===== src/rtl/counter_decoder.sv =====
// counter_decoder
//   Decodes the 5-bit state code of an up/down 5-state code counter into a
//   position 0..4, tracks count direction, and flags illegal codes and
//   skipped steps. A saturating error counter accumulates both fault kinds.
//
// Ports
//   clk        : clock, all state updates on rising edge
//   rst        : synchronous active-high reset
//   code_in    : 5-bit state code from the counter
//   sample     : code_in is evaluated only on edges where sample=1
//   err_clr    : clears err_count (a same-edge counted error leaves it at 1)
//   index      : decoded position 0..4 (registered)
//   dir        : last observed direction, 0=up 1=down (registered)
//   locked     : high while tracking a reference code
//   illegal    : one-cycle pulse on an unknown sampled code
//   step_err   : one-cycle pulse on a legal but non-adjacent sampled code
//   err_count  : saturating count of illegal plus step errors
module counter_decoder #(
    parameter int ERR_W = 8
) (
    input  logic             clk,
    input  logic             rst,
    input  logic [4:0]       code_in,
    input  logic             sample,
    input  logic             err_clr,
    output logic [2:0]       index,
    output logic             dir,
    output logic             locked,
    output logic             illegal,
    output logic             step_err,
    output logic [ERR_W-1:0] err_count
);

    typedef enum logic [1:0] {
        ACQ   = 2'd0,
        TRACK = 2'd1,
        FAULT = 2'd2
    } state_t;

    state_t           state_q, state_d;
    logic [2:0]       index_q, index_d;
    logic             dir_q, dir_d;
    logic             illegal_q, illegal_d;
    logic             step_err_q, step_err_d;
    logic [ERR_W-1:0] err_count_q, err_count_d;

    logic             code_legal;
    logic [2:0]       code_pos;
    logic [3:0]       fwd_sum;
    logic [3:0]       fwd_dist;
    logic             err_inc;

    // Returns {legal, position}.
    function automatic logic [3:0] decode_code(input logic [4:0] c);
        case (c)
            5'b00001: decode_code = {1'b1, 3'd0};
            5'b01000: decode_code = {1'b1, 3'd1};
            5'b00011: decode_code = {1'b1, 3'd2};
            5'b10101: decode_code = {1'b1, 3'd3};
            5'b10000: decode_code = {1'b1, 3'd4};
            default:  decode_code = {1'b0, 3'd0};
        endcase
    endfunction

    always_comb begin
        {code_legal, code_pos} = decode_code(code_in);
        // Forward distance (code_pos - index) mod 5, both operands in 0..4.
        fwd_sum  = {1'b0, code_pos} + 4'd5 - {1'b0, index_q};
        fwd_dist = (fwd_sum >= 4'd5) ? (fwd_sum - 4'd5) : fwd_sum;
    end

    always_comb begin
        state_d    = state_q;
        index_d    = index_q;
        dir_d      = dir_q;
        illegal_d  = 1'b0;
        step_err_d = 1'b0;
        err_inc    = 1'b0;

        if (sample) begin
            if (!code_legal) begin
                illegal_d = 1'b1;
                err_inc   = 1'b1;
                state_d   = FAULT;
            end else if (state_q != TRACK) begin
                index_d = code_pos;
                state_d = TRACK;
            end else begin
                case (fwd_dist)
                    4'd0: ;
                    4'd1: begin
                        index_d = code_pos;
                        dir_d   = 1'b0;
                    end
                    4'd4: begin
                        index_d = code_pos;
                        dir_d   = 1'b1;
                    end
                    default: begin
                        // Distance 2 or 3: a step was missed, reacquire.
                        step_err_d = 1'b1;
                        err_inc    = 1'b1;
                        index_d    = code_pos;
                        state_d    = ACQ;
                    end
                endcase
            end
        end

        // Clear wins over accumulation, but an error on the same edge counts.
        if (err_clr) begin
            err_count_d = err_inc ? {{(ERR_W-1){1'b0}}, 1'b1} : '0;
        end else if (err_inc && (err_count_q != {ERR_W{1'b1}})) begin
            err_count_d = err_count_q + 1'b1;
        end else begin
            err_count_d = err_count_q;
        end
    end

    always_ff @(posedge clk) begin
        if (rst) begin
            state_q     <= ACQ;
            index_q     <= 3'd0;
            dir_q       <= 1'b0;
            illegal_q   <= 1'b0;
            step_err_q  <= 1'b0;
            err_count_q <= '0;
        end else begin
            state_q     <= state_d;
            index_q     <= index_d;
            dir_q       <= dir_d;
            illegal_q   <= illegal_d;
            step_err_q  <= step_err_d;
            err_count_q <= err_count_d;
        end
    end

    assign index     = index_q;
    assign dir       = dir_q;
    assign locked    = (state_q == TRACK);
    assign illegal   = illegal_q;
    assign step_err  = step_err_q;
    assign err_count = err_count_q;

endmodule


===== config.mk =====
export PLATFORM = sky130hd
export DESIGN_NAME = counter_decoder
export DESIGN_NICKNAME = d
export VERILOG_FILES = /design/src/rtl/counter_decoder.sv
export SDC_FILE = /design/constraint.sdc
export NUM_CORES = 1
export LEC_CHECK = 0
export CORE_MARGIN = 2
export CORE_UTILIZATION = 54
export DETAILED_ROUTE_END_ITERATION = 6
export DONT_BUFFER_PORTS = 1
export HOLD_SLACK_MARGIN = 0.02
export PLACE_DENSITY_LB_ADDON = 0.3
export SYNTH_ARGS = -nofsm -noshare
export SYNTH_HDL_FRONTEND = slang
export SYNTH_SLANG_ARGS = --single-unit

===== constraint.sdc =====
create_clock -name clk -period 4.5 [get_ports clk]
set_input_delay 0.9 -clock clk [delete_from_list [all_inputs] [get_ports clk]]
set_output_delay 0.9 -clock clk [all_outputs]
set_load 0.01 [all_outputs]

==> out/metrics.cfg, run 1 <==
[cts]
htree_levels=1
cts-root-buf=clkbuf_4
cts.sinks=16
clk_path_buf_depth=2
numCtsBuffers=3
cts_setup_buffers=0
ctsHoldBuffers=0
path_clk_slew_ns=0.09
clock_latency_ns=0.30
cts_tree=done
cts_resized=0

[drt]
ant_nets=0
drt_pre_antenna_iters=4
wl_um=2470
vias=1034
via_per_inst=6.12
m1WireLength_um=1160
dr_wl_met2_um=1170
top_layer=met4
routedWlPerCell_um=14.6
remaining_drc_errors=0
wl_met3_um=110
drt_iter0_drc=15

[hold_path]
min_path_type=flop to flop
holdPathStages=2
min-delay-start=state_q[1]
hold_path_end=state_q[1]

[setup_path]
r2r_cells=10
worstPathRequired_ns=4.73
path_buf_inv=0
worst_path_dominant_cell_family=simple AND/OR/NAND/NOR gates
crit_top_cell=ha_1
crit_fanout=17
cpPeakStageDelay_ns=0.56
cp-end-kind=flop
cp_cell_sequence=or4b_1 > a21oi_2 > ha_1 > ha_1 > fa_1 > and2_2 > a31o_1 > or4_4 > a21oi_4 > o21ai_1 > a21oi_1
worstReg2RegEnd=err_count[7]
crit_type=input port to flop
startpoint_type=input port
slowest_stage=fa_1
crit_arrival_ns=4.15
r2r_start=index[1]
rrSetupSlack_ns=1.29

[synth]
synthTopCellsByArea=dfxtp_1, ha_1, a21oi_1, inv_1, nor2_1
synth_edf_count=0
syn-num-nets=159
yosysWarnings=0
yosysSeqAreaShare_pct=26.6
synth_top_area_share_pct=26.6
syn_avg_cell_area_sq_um=8.49
ys_ff_latch=16
yosysUniqueCellTypes=54
ys.flop_type=dfxtp_1
synth_top_area_cell=dfxtp_1
syn-cell-area_sq_um=1200
synth_async_sr_flop_share_pct=0
synthCells=142

[power_and_ir_drop]
power.leakage_nw=0.464
peakVddDrop_uv=124
p_per_area_nw_per_um2=235

[placement]
post-place-ws_ns=0.265
place.gp.congestion=0.921
hpwl_um=1930
io_buffers=0

[timing]
maxSlewViolCount=0
finalCriticalPeriod_ns=3.92
setup_viol=0
min_period_over_period_pct=87.2
fmax_mhz=255
fin_tns_setup_ns=0
slew_headroom_pct=68.8
worst_pin_slew_ns=0.465
fin_ws_ns=0.576
skew_ns=0.00789
rsz0062_at_grt=false
final_hold_viol_count=0

[final_layout]
layout_commonest_cell=dfxtp_1
areaGrowthSynthToFinish_pct=2.91
diodes=0
layout-drive-gt1-share_pct=12.1
final_cell_mix=dfxtp_1, inv_1, nor2_1
finish.utilization_pct=57.2
fin_nets=159

[die]
dieWidth_um=51.2
dieArea_sq_um=2630
initial_core_util_pct=55.5
die_h_um=51.2
rows=17
coreArea_sq_um=2170
io_pins=24

[status]
status=finished clean

[grt]
antenna_found_initial=0
grt_pass1_wl_um=4170
grt_pass1_vias=957
overflow=0
grt_usage_pct=20.8
grt_max_degree=18

[run]
cap_viol_max_count=0

[through the flow]
step	hold slack [ns]	cells	total power [mW]	cell area (sq um)
global placement	0.469	165	0.193	1200
global route	0.530	169	0.308	1240
finish	0.499	169	0.291	1240
floorplan	0.447	142	0.191	1200
CTS	0.505	169	0.292	1240
detailed placement	0.482	165	0.194	1200
[cell usage after synthesis, types with 2 or more instances]
library cell / count
o21ai_0: 2
or3_1: 4
mux2i_1: 3
o211ai_1: 2
a211oi_1: 2
nand3_1: 5
inv_1: 11
and3_1: 3
nand4_1: 2
nor3_1: 4
nor3b_1: 2
clkbuf_1: 2
o41ai_1: 3
dfxtp_1: 16
nand2b_1: 3
a21oi_1: 9
or4_1: 2
nor2b_1: 3
nor2_1: 10
or2_2: 3
or3b_1: 2
nand2_1: 8
ha_1: 7
o21ai_1: 4
[logic make-up after synthesis]
family	after synthesis	synth area share (%)
buf+inv	16	6.44
xor+xnor	2	1.45
simple gates	63	32.4
compound gates	32	19.5
flops	16	26.6
mux	5	4.67
fa+ha+maj	8	8.93
[final cells by class]
class                           count  area [sq um]
Fill cell                         210           930
Inverter                           11          41.3
Multi-Input combinational cell    110           807
Clock buffer                        4          36.3
Sequential cell                    16           320
Tap cell                           28          35.0
[worst max-delay path by stage]
stage | start | end | slack (ns) | depth (start not counted)
floorplan | code_in[3] | err_count[3] | 0.60 | 10
global placement | code_in[2] | err_count[6] | 0.36 | 11
detailed placement | code_in[2] | err_count[6] | 0.27 | 11
CTS | code_in[2] | err_count[7] | 0.60 | 11
global route | code_in[2] | err_count[6] | 0.41 | 11
finish | code_in[2] | err_count[7] | 0.58 | 11
[worst reg2reg max path, cell delays in order, from the launching register on]
cell	delay (ns)
dfxtp_1	0.37
ha_1	0.30
inv_1	0.04
ha_1	0.20
fa_1	0.41
xnor2_1	0.41
mux2_4	0.38
o32ai_2	0.36
a21oi_4	0.13
or3_1	0.38
a21oi_1	0.17
[where the power goes]
part	internal, mW	leakage (nW)	switching, mW
logic	0.0193	0.314	0.0254
registers	0.144	0.130	0.00265
clock network	0.0494	0.0210	0.0500
[state kept, by name (all words and copies together), names as in the netlist]
signal and count:
dir 1, illegal 1, state_q 2, index 3, err_count 8, step_err 1
[per-layer routing]
metal	up-vias	GRT usage [%]
met5	-	0
met1	482	28.0
li1	525	-
met3	5	3.51
met2	22	33.3
met4	0	7.89
Note: power is estimated with default switching activity, not from simulation.
==> run 2, diff against run 1 <==
--- a/config.mk
+++ b/config.mk
@@ -7,10 +7,11 @@
 export LEC_CHECK = 0
 export CORE_MARGIN = 2
 export CORE_UTILIZATION = 54
+export CTS_CLUSTER_DIAMETER = 40
 export DETAILED_ROUTE_END_ITERATION = 6
 export DONT_BUFFER_PORTS = 1
 export HOLD_SLACK_MARGIN = 0.02
-export PLACE_DENSITY_LB_ADDON = 0.3
+export PLACE_DENSITY = 0.69
 export SYNTH_ARGS = -nofsm -noshare
 export SYNTH_HDL_FRONTEND = slang
 export SYNTH_SLANG_ARGS = --single-unit
==> out/metrics.cfg, run 2 (synthesis gave the netlist of run 1 again) <==
[cts]
cts_setup_buffers=0
cts_tree=done
htree_levels=1
cts.sinks=16
path_clk_slew_ns=0.09
clk_path_buf_depth=2
cts_resized=0
clock_latency_ns=0.28
ctsHoldBuffers=0
numCtsBuffers=3
cts-root-buf=clkbuf_4

[timing]
skew_ns=0.00115
slew_headroom_pct=67.8
min_period_over_period_pct=88.5
rsz0062_at_grt=false
final_hold_viol_count=0
fin_tns_setup_ns=0
fmax_mhz=251
maxSlewViolCount=0
finalCriticalPeriod_ns=3.98
setup_viol=0
worst_pin_slew_ns=0.480

[grt]
grt_pass1_wl_um=4110
use_met2_pct=33.5
grt_pass1_vias=961
globalRouteMet1Util_pct=24.8
met3_usage_pct=8.19
grt_max_degree=18
antenna_found_initial=0
overflow=0
grt_usage_pct=20.2
grt_busiest_layer=met2

[setup_path]
r2r_cells=10
crit_start=code_in[2]
crit_arrival_ns=4.15
crit_type=input port to flop
worstPathRequired_ns=4.67
crit_fanout=17
slowest_stage=fa_1
r2r_start=index[1]
cp-end-kind=flop
cpPeakStageDelay_ns=0.56
crit_top_cell=ha_1
startpoint_type=input port
cp_cell_sequence=or4b_1 > a21oi_2 > ha_1 > ha_1 > fa_1 > and2_2 > a31o_1 > or4_4 > a21oi_4 > o21bai_1 > nor3b_1

[die]
dieWidth_um=51.2
initial_core_util_pct=55.5
io_pins=24
die_h_um=51.2
rows=17
coreArea_sq_um=2170
dieArea_sq_um=2630

[power_and_ir_drop]
p_seq_share_pct=51.7
intPower_uw=213
p_sw_uw=71.0
pwr-share-comb_pct=15.8
power.leakage_nw=0.464
peakVddDrop_uv=245
p_per_area_nw_per_um2=229
pwr-share-clk_pct=32.5
power_uw=284
switching_share_pct=25.0

[drt]
ant_nets=0
routedWlPerCell_um=14.2
remaining_drc_errors=0
drt_pre_antenna_iters=5
via_per_inst=6.08
wl_um=2400
drt_iter0_drc=22
vias=1027

[hold_path]
min-delay-start=state_q[1]
holdPathStages=2
min_path_type=flop to flop

[final_layout]
fin_nets=159
layout-drive-gt1-share_pct=12.1
areaGrowthSynthToFinish_pct=2.91
fillers=208
final_cell_mix=dfxtp_1, inv_1, nor2_1
diodes=0
largest_reg_flops=8
layout_commonest_cell=dfxtp_1

[placement]
io_buffers=0
place.gp.congestion=0.923
hpwl_um=1880

[run]
cap_viol_max_count=0

[status]
status=finished clean

[run 2: cell counts in the layout (fill, tap and decap cells not counted)]
Identical to the previous run, type by type.
[run 2: worst paths after layout]
path                        to  slack, ns
setup / recovery  err_count[6]       0.52
hold / removal      state_q[1]       0.50
setup reg to reg  err_count[3]       1.26
hold reg to reg     state_q[1]       0.50
[run 2: layer usage]
metal  up-vias  share of wire [%]
met5         -                  0
met4         0                  0
met3         0                5.6
met2        21                 49
met1       483                 45
li1        523                  -
[run 2: layout make-up]
cell class | instances | area (sq um) | share of cell area, %
Clock buffer | 4 | 36.3 | 2.93
Inverter | 11 | 41.3 | 3.33
Multi-Input combinational cell | 110 | 807 | 65.1
Sequential cell | 16 | 320 | 25.8
Tap cell | 28 | 35.0 | 2.83
[run 2: metrics by stage]
step           utilization [%]  hold slack (ns)  cell area [sq um]  instances  worst slack (ns)
3_5_place_dp              55.5            0.486               1200        165             0.223
6_report                  57.2            0.501               1240        169             0.515
5_1_grt                   57.2            0.530               1240        169             0.302
2_1_floorplan                -            0.447               1200        142             0.599
4_1_cts                   57.2            0.508               1240        169             0.529
3_3_place_gp              55.5            0.468               1200        165             0.328
[run 2: worst max-delay path: cells and delay by family]
family	cells	cell delay [ns]
fa+ha+maj	3	0.90
compound gates	4	0.91
simple gates	4	1.44
[run 2: power by group through the flow]
| stage | clock network, mW | logic (mW) | registers (mW) |
|---|---|---|---|
| global placement | 0 | 0.0429 | 0.150 |
| finish | 0.0922 | 0.0447 | 0.147 |
| global route | 0.101 | 0.0499 | 0.147 |
| CTS | 0.0958 | 0.0443 | 0.147 |
| detailed placement | 0 | 0.0440 | 0.150 |
| floorplan | 0 | 0.0413 | 0.150 |
==> run 3, diff against run 2 <==
--- a/config.mk
+++ b/config.mk
@@ -6,12 +6,11 @@
 export NUM_CORES = 1
 export LEC_CHECK = 0
 export CORE_MARGIN = 2
-export CORE_UTILIZATION = 54
+export CORE_UTILIZATION = 44
 export CTS_CLUSTER_DIAMETER = 40
 export DETAILED_ROUTE_END_ITERATION = 6
 export DONT_BUFFER_PORTS = 1
 export HOLD_SLACK_MARGIN = 0.02
-export PLACE_DENSITY = 0.69
 export SYNTH_ARGS = -nofsm -noshare
 export SYNTH_HDL_FRONTEND = slang
 export SYNTH_SLANG_ARGS = --single-unit
==> out/metrics.cfg, run 3 (synthesis gave the netlist of run 1 again) <==
[status]
status=finished clean

[timing]
skew_ns=0.00131
slew_headroom_pct=70.1
final_hold_viol_count=0
min_period_over_period_pct=85.3
setup_viol=0
holdWs_ns=0.513
fin_tns_setup_ns=0
rsz0062_at_grt=false
maxSlewViolCount=0
worst_pin_slew_ns=0.448
fin_ws_ns=0.663
finalCriticalPeriod_ns=3.84
fmax_mhz=261

[drt]
remaining_drc_errors=0
drt_pre_antenna_iters=4
drt_iter0_drc=16
via_per_inst=5.77
wl_um=2460
routedWlPerCell_um=14.3
ant_nets=0
vias=993

[die]
rows=18
die_h_um=56.3
io_pins=24
coreArea_sq_um=2540
initial_core_util_pct=47.3
dieArea_sq_um=3170
dieWidth_um=56.3

[final_layout]
final_cell_mix=dfxtp_1, inv_1, nor2_1
fin_nets=160
layout-drive-gt1-share_pct=12.7
areaGrowthSynthToFinish_pct=3.74
seqCellArea_sq_um=320
multi_input_area_sq_um=807
fillers=265
layout_commonest_cell=dfxtp_1
design_area_sq_um=1250
largest_reg_flops=8
diodes=0

[grt]
overflow=0
grt_usage_pct=15.9
grt_pass1_wl_um=4140
grt_pass1_vias=938
antenna_found_initial=0
grt_max_degree=18

[setup_path]
crit_top_cell=ha_1
worstPathRequired_ns=4.67
crit_type=input port to flop
rrSetupSlack_ns=1.37
crit_arrival_ns=4.01
slowest_stage=or4b_1
cp-end-kind=flop
startpoint_type=input port
cpPeakStageDelay_ns=0.54
crit_fanout=17
cp_cell_sequence=or4b_1 > a21oi_2 > ha_1 > ha_1 > fa_1 > and2_2 > a31o_1 > or4_4 > a21oi_4 > o21bai_1 > nor3b_1

[cts]
path_clk_slew_ns=0.09
numCtsBuffers=3
cts_resized=0
clock_latency_ns=0.28
cts_setup_buffers=0
htree_levels=1
clk_path_buf_depth=2
ctsHoldBuffers=0
cts-root-buf=clkbuf_4
cts.sinks=16
cts_tree=done

[placement]
placed_area_sq_um=1210
io_buffers=0
place.gp.congestion=0.833
post-place-ws_ns=0.344
hpwl_um=1900

[run]
cap_viol_max_count=0

[power_and_ir_drop]
peakVddDrop_uv=156
pwr-share-comb_pct=15.6
intPower_uw=213
pwr-share-clk_pct=32.9
p_sw_uw=72.5
p_seq_share_pct=51.5
p_per_area_nw_per_um2=228
switching_share_pct=25.4
power.leakage_nw=0.468

[hold_path]
min_path_type=flop to flop

## run 3: changes by cell type in the layout (fill, tap and decap cells not counted), sizes merged
cell and change:
buf +1
## run 3: cell type report
cell class | count | share of cell area, %
Sequential cell | 16 | 25.6
Clock buffer | 4 | 2.90
Timing Repair Buffer | 1 | 0.601
Tap cell | 30 | 3.00
Inverter | 11 | 3.30
Multi-Input combinational cell | 110 | 64.6
## run 3: power by group through the flow
stage | Combinational [mW] | Clock (mW) | Sequential (mW)
2_1_floorplan | 0.0413 | 0 | 0.150
3_3_place_gp | 0.0440 | 0 | 0.150
3_5_place_dp | 0.0447 | 0 | 0.150
4_1_cts | 0.0449 | 0.100 | 0.147
5_1_grt | 0.0493 | 0.102 | 0.147
6_report | 0.0447 | 0.0939 | 0.147
## run 3: path summary, 6_finish.rpt
kind	cells after the start	endpoint	start
max	11	err_count[6]	code_in[2]
min	2	state_q[1]	state_q[1]
max reg2reg	10	err_count[3]	index[0]
min reg2reg	2	state_q[1]	state_q[1]
## run 3: worst max-delay path: cells and delay by family
family                     cells  cell delay (ns)
and+or+nand+nor                4             1.40
AOI/OAI and AO/OA              4             0.89
adders and majority gates      3             0.81
## run 3: stage by stage
step / power, mW / std cells / utilization (%)
2_1_floorplan: 0.191 / 142 / -
3_3_place_gp: 0.194 / 168 / 47.7
3_5_place_dp: 0.195 / 168 / 47.7
4_1_cts: 0.292 / 172 / 49.1
5_1_grt: 0.299 / 172 / 49.1
6_report: 0.286 / 172 / 49.1
## run 3: routing by layer
metal | up-vias | wire, um | global-route usage, %
li1 | 522 | - | -
met5 | - | 0 | 0
met3 | 2 | 130 | 6.45
met1 | 448 | 1250 | 20.3
met4 | 0 | 15 | 2.04
met2 | 21 | 1070 | 26.1
